<file path="src/rtl/id_ex_stage.sv">
// ---------------------------------------------------------------------------
// Module  : id_ex_stage
// Brief   : ID/EX pipeline register with load-use hazard detection, bubble
//           insertion on flush/stall and a saturating load-use bubble counter.
// Rev     : 1.0
// ---------------------------------------------------------------------------
`default_nettype none

module id_ex_stage #(
  parameter int DATA_W = 32,
  parameter int REG_AW = 5,
  parameter int CNT_W  = 16
) (
  input  logic              clk_i,
  input  logic              rst_i,
  input  logic              hold_i,
  input  logic              flush_i,
  input  logic              valid_i,
  input  logic              RegDst_i,
  input  logic              ALUSrc_i,
  input  logic              MemToReg_i,
  input  logic              RegWrite_i,
  input  logic              MemWrite_i,
  input  logic              MemRead_i,
  input  logic [1:0]        ALUOp_i,
  input  logic [DATA_W-1:0] RSdata_i,
  input  logic [DATA_W-1:0] RTdata_i,
  input  logic [DATA_W-1:0] Imm_i,
  input  logic [REG_AW-1:0] RSaddr_i,
  input  logic [REG_AW-1:0] RTaddr_i,
  input  logic [REG_AW-1:0] RDaddr_i,
  input  logic [DATA_W-1:0] PCplus4_i,
  output logic              stall_o,
  output logic              RegDst_o,
  output logic              ALUSrc_o,
  output logic              MemToReg_o,
  output logic              RegWrite_o,
  output logic              MemWrite_o,
  output logic              MemRead_o,
  output logic [1:0]        ALUOp_o,
  output logic [DATA_W-1:0] RSdata_o,
  output logic [DATA_W-1:0] RTdata_o,
  output logic [DATA_W-1:0] Imm_o,
  output logic [REG_AW-1:0] RSaddr_o,
  output logic [REG_AW-1:0] RTaddr_o,
  output logic [REG_AW-1:0] RDaddr_o,
  output logic [DATA_W-1:0] PCplus4_o,
  output logic              valid_o,
  output logic [CNT_W-1:0]  bubble_cnt_o
);

  localparam logic [1:0] c_ALUOP_BEQ = 2'b01;

  logic w_uses_rt;
  logic w_load_use;
  logic w_bubble;
  logic w_cnt_inc;

  // addi and lw only read rs; R-type, sw and beq also read rt
  assign w_uses_rt  = RegDst_i | MemWrite_i | (ALUOp_i == c_ALUOP_BEQ);
  assign w_load_use = valid_o & MemRead_o & (RTaddr_o != '0) & valid_i &
                      ((RTaddr_o == RSaddr_i) | (w_uses_rt & (RTaddr_o == RTaddr_i)));
  assign stall_o    = w_load_use & ~flush_i;
  assign w_bubble   = flush_i | w_load_use | ~valid_i;
  assign w_cnt_inc  = w_load_use & ~flush_i & (bubble_cnt_o != {CNT_W{1'b1}});

  always_ff @(posedge clk_i or posedge rst_i) begin
    if (rst_i) begin
      RegDst_o     <= 1'b0;
      ALUSrc_o     <= 1'b0;
      MemToReg_o   <= 1'b0;
      RegWrite_o   <= 1'b0;
      MemWrite_o   <= 1'b0;
      MemRead_o    <= 1'b0;
      ALUOp_o      <= 2'b00;
      RSdata_o     <= '0;
      RTdata_o     <= '0;
      Imm_o        <= '0;
      RSaddr_o     <= '0;
      RTaddr_o     <= '0;
      RDaddr_o     <= '0;
      PCplus4_o    <= '0;
      valid_o      <= 1'b0;
      bubble_cnt_o <= '0;
    end else if (!hold_i) begin
      if (w_cnt_inc) begin
        bubble_cnt_o <= bubble_cnt_o + 1'b1;
      end
      if (w_bubble) begin
        RegDst_o   <= 1'b0;
        ALUSrc_o   <= 1'b0;
        MemToReg_o <= 1'b0;
        RegWrite_o <= 1'b0;
        MemWrite_o <= 1'b0;
        MemRead_o  <= 1'b0;
        ALUOp_o    <= 2'b00;
        RSdata_o   <= '0;
        RTdata_o   <= '0;
        Imm_o      <= '0;
        RSaddr_o   <= '0;
        RTaddr_o   <= '0;
        RDaddr_o   <= '0;
        PCplus4_o  <= '0;
        valid_o    <= 1'b0;
      end else begin
        RegDst_o   <= RegDst_i;
        ALUSrc_o   <= ALUSrc_i;
        MemToReg_o <= MemToReg_i;
        RegWrite_o <= RegWrite_i;
        MemWrite_o <= MemWrite_i;
        MemRead_o  <= MemRead_i;
        ALUOp_o    <= ALUOp_i;
        RSdata_o   <= RSdata_i;
        RTdata_o   <= RTdata_i;
        Imm_o      <= Imm_i;
        RSaddr_o   <= RSaddr_i;
        RTaddr_o   <= RTaddr_i;
        RDaddr_o   <= RDaddr_i;
        PCplus4_o  <= PCplus4_i;
        valid_o    <= 1'b1;
      end
    end
  end

endmodule

`default_nettype wire

</file>
<file path="config.mk">
export PLATFORM = sky130hd
export DESIGN_NAME = id_ex_stage
export DESIGN_NICKNAME = d
export VERILOG_FILES = /design/src/rtl/id_ex_stage.sv
export SDC_FILE = /design/constraint.sdc
export NUM_CORES = 1
export LEC_CHECK = 0
export CORE_MARGIN = 4
export CORE_UTILIZATION = 40
export DETAILED_ROUTE_END_ITERATION = 8
export PLACE_DENSITY = 0.81
export SLEW_MARGIN = 30
export SYNTH_ARGS = -nofsm -noshare
export SYNTH_HDL_FRONTEND = slang
export SYNTH_SLANG_ARGS = --single-unit
</file>
<file path="constraint.sdc">
create_clock -name clk_i -period 8.02 [get_ports clk_i]
set_input_delay 2.406 -clock clk_i [delete_from_list [all_inputs] [get_ports clk_i]]
set_output_delay 2.406 -clock clk_i [all_outputs]
set_load 0.005 [all_outputs]
</file>
After elaboration in Yosys (flattened, before gate mapping). Index checks and enable logic that the tools add are counted.

Register bits after elaboration: 168. Latch bits: 0. Memory bits (writable): 0. Bits in read-only memories: 0. Input port bits: 156. Output and inout bits: 169. Word-level logic and storage cells: 53. Memories: 0.

$add $sub $neg: 1. Multiply operators: 0. Divide/modulo/power cells: 0. $lt $le $gt $ge: 0. Eq/ne operators: 4. Shift-type cells: 0. Mux-type cells: 15. Bitwise gates (word level): 15. Reduce and logical (&&, ||, !) cells: 2.

Operators with widths (count): $mux 32 (4); $add 16x1->16 const B (1); $ne 16x16->1 const B (1); $mux 5 (3); $eq 5x5->1 (2); $and 1x1->1 (7); $mux 1 (7); $or 1x1->1 (5); $reduce_bool 5->1 (1); $not 1->1 (3); $eq 2x1->1 const B (1); $mux 2 (1); $reduce_and 2->1 (1).

Longest topological paths before layout.
Word-level depth: 8. Depth in mapped cells: 9. Mapped depth without buffers: 6.

Least setup slack after synthesis. OpenSTA, ideal clock, no wires.

Kind: input-to-output. From: input port RTaddr_i[4]. To: output port stall_o. Arrival: 3.327 ns. Slack: 2.287 ns. Stages on the path: 5. Buffers on the path: 0. Cells stage by stage: xor2_1 nor4_1 a22oi_1 or2_1 nor2_1.

Longest elaborated chain between the ends: 5.

Ends and longest elaborated chain: start, declared (line 30) `input logic [REG_AW-1:0] RTaddr_i,`; $eq 5x5->1 (line 62) `((RTaddr_o == RSaddr_i) | (w_uses_rt & (RTaddr_o == RTaddr_i)));`; $and 1x1->1 (line 62); $or 1x1->1 (line 62); $and 1x1->1 (line 61) `assign w_load_use = valid_o & MemRead_o & (RTaddr_o != '0) & valid_i &`; $and 1x1->1 (line 63) `assign stall_o = w_load_use & ~flush_i;`; end, declared (line 33) `output logic stall_o,`.

Every way passes these cells.

Worst setup path after layout.
From: input port RSaddr_i[2]. To: output port stall_o.

Longest elaborated chain between the ends: 4.

Ends and longest elaborated chain: start, declared (line 29) `input logic [REG_AW-1:0] RSaddr_i,`; $eq 5x5->1 (line 62); $or 1x1->1 (line 62); $and 1x1->1 (line 61); $and 1x1->1 (line 63).

Every way passes these cells.

==> run_results.csv <==
group,metric,value,unit
outcome,status,"finished clean",
timing,setup_violations,0,
worst_setup_path,slowest_stage,"clkdlybuf4s50_1",
worst_setup_path,crit_buf_inv,2,
worst_setup_path,cp-start-kind,"input pin",
layout,layout.nets,899,
clock_network,cts_made_buffers,17,
yosys,synth_top_cell_by_area,"dfrtp_1",
timing,clock_skew,0.00777,ns
place,place_congestion,0.909,
clock_network,cts_setup_buffers,0,
timing,tns,0,ns
route,drt-total-wl,19100,um
worst_setup_path,path_common_cell,"clkdlybuf4s50_1",
clock_network,cts.clk_slew.worst_paths,0.06,ns
timing,fin_crit_sh,0.850,
place,placed_cells,934,
timing,fmax,147,MHz
worst_setup_path,critPathKind,"input pin to output port",
yosys,synth.avg_cell_area,14.5,um2
worst_setup_path,cpLargestDelayFamily,"buffers and inverters",
floorplan,ioPinCount,325,
route,vias,5035,
global_routing,track_usage,0.213,
floorplan,core,0.0153,mm2
route,ant_nets,0,
global_routing,overflow,0,
clock_network,cts_sinks,168,
worst_setup_path,cp.arrival,4.41,ns
global_routing,antenna_found_initial,0,
route,drtIter0Drc,299,
layout,syn_to_final_growth,62.7,%
layout,diodes,0,
timing,rsz0062_at_grt,"false",
yosys,syn_inst,431,
route,post_drt_wl_per_cell,19.8,um
timing,finalCriticalPeriod,6.82,ns
timing,hold_violations,0,
global_routing,grt_pass1_vias,5352,
global_routing,grt_pass1_wl,29800,um
yosys,ys_top_cells_by_count,"dfrtp_1 (168), a22o_1 (151), clkbuf_1 (18)",
floorplan,die-area,0.0177,mm2
place,hpwl,13700,um
worst_setup_path,slowest_delay,0.50,ns
yosys,synth_area,0.00626,mm2
yosys,syn_nets,588,
floorplan,initial_utilization,0.410,
worst_setup_path,crit_chain,"clkdlybuf4s50_1 > xor2_1 > nor3_1 > a22oi_1 > or2_1 > nor2_1 > clkdlybuf4s50_1",
layout,layout-drive-gt1-share,0.0517,
yosys,synth_edf_count,0,
floorplan,die_h,133,um
clock_network,clock_latency,0.42,ns
yosys,synth_top_area_share,0.672,
timing,worst_pin_slew,0.861,ns
route,drc_errors,0,
yosys,synth.most_common_cell,"dfrtp_1",
worst_setup_path,path_max_fanout,4,
power_and_ir_drop,leakage,4.53,nW
floorplan,rows,45,
place,portBuffers,324,
job,cap_violations,0,
power_and_ir_drop,peakVddDrop,0.000140,V
layout,final_cells,965,
yosys,ys_seq_area_frac,0.672,
power_and_ir_drop,p_per_area,196,mW/mm2
route,first_pass_iters,4,
timing,slew-limit-headroom,0.421,
global_routing,grt_max_degree,107,
floorplan,die_w,133,um
clock_network,cts-root-buf,"clkbuf_16",
timing,maxSlewViolCount,0,
clock_network,postCtsHoldBufs,0,
route,avgViaCountPerCell,5.22,
worst_setup_path,required,5.61,ns
worst_setup_path,end_kind,"output port",
clock_network,postCtsResizedCells,0,
layout,fin_util,0.667,
yosys,yosys_warnings,0,
yosys,ys.flop_type,"dfrtp_1",
yosys,yosysUniqueCellTypes,27,
yosys,synth_seq_cells,168,
yosys,async_flop_share,1.00,
clock_network,cts.path.max_buffers,2,
yosys,synth_area_leaders,"dfrtp_1 (67%), a22o_1 (21%), xor2_1 (2.0%)",
hold_path,worstHoldPathType,"register to register",
clock_network,h-tree-depth,4,
layout,n_fill_cell,1069,
clock_network,cts_tree,"yes",
## cells by family (layout without fill, tap and decap cells)
logic type	after synthesis	after routing	share of synthesized area
buf+inv	38	361	0.0352
xor+xnor	25	25	0.0350
compound gates	155	155	0.217
simple gates	43	43	0.0372
flops	168	168	0.672
mux	1	1	0.00180
fa+ha+maj	1	1	0.00200
## registers in the layout, summed over array words and instances (netlist names)
signal,cells
RDaddr_o,5
RSdata_o,32
bubble_cnt_o,16
RegWrite_o,1
MemToReg_o,1
MemWrite_o,1
Imm_o,32
valid_o,1
RTaddr_o,5
RSaddr_o,5
MemRead_o,1
PCplus4_o,32
ALUSrc_o,1
ALUOp_o,2
RTdata_o,32
RegDst_o,1
## per-layer routing
layer	part of all wire	track usage
met1	0.40	0.269
met3	0.069	0.0582
met2	0.51	0.357
met4	0.019	0.0699
met5	0	0
## per-stage QoR
step	instance area, um2	setup slack (ns)	hold WS (ns)	total power, mW
floorplan	6260	1.07	0.481	1.01
CTS	10200	1.21	0.498	2.02
global route	10200	1.13	0.520	2.08
detailed placement	9590	1.21	0.487	1.20
finish	10200	1.20	0.500	2.00
global placement	9590	1.21	0.488	1.19
## power by group
group          leakage, nW  internal (mW)  switching [mW]
Sequential            2.27          0.890          0.0281
Clock                0.286          0.484           0.333
Combinational         1.97          0.173          0.0924
## final timing paths
path	end	slack, ns	depth (start not counted)	from
setup / recovery	stall_o	1.20	7	RSaddr_i[2]
hold / removal	bubble_cnt_o[10]	0.50	1	bubble_cnt_o[10]
setup reg to reg	RSdata_o[13]	4.74	7	RTaddr_o[4]
hold reg to reg	bubble_cnt_o[10]	0.50	1	bubble_cnt_o[10]
max in group asynchronous	PCplus4_o[8]	4.15	3	rst_i
min in group asynchronous	Imm_o[22]	2.50	2	rst_i
## placed cells by master (no fill, tap or decap), drive strengths merged
master         Yosys  final
or2                1      1
clkinv             0      5
nand2b             1      1
a22oi              1      1
nand2              8      8
nand4              8      8
xnor2             11     11
nand3              4      4
and2               1      1
inv                3      4
nor2               8      8
xor2              14     14
a21oi              1      1
clkbuf            18     21
bufinv             0      2
and3               3      3
a21o               1      1
nor3               4      4
a22o             151    151
clkinvlp           0      2
or4b               1      1
o41ai              1      1
ha                 1      1
nor4               2      2
buf               17      4
and4               2      2
clkdlybuf4s50      0    323
dfrtp            168    168
mux2               1      1
## area by class of cell
cell class / count / area [um2] / share of cell area
Inverter: 3 / 18.8 / 0.00184
Clock inverter: 10 / 120 / 0.0118
Sequential cell: 168 / 4200 / 0.413
Timing Repair Buffer: 327 / 3270 / 0.321
Multi-Input combinational cell: 225 / 1840 / 0.181
Clock buffer: 21 / 470 / 0.0462
Tap cell: 211 / 264 / 0.0259
No activity file was read; power rests on OpenSTA's default activity.
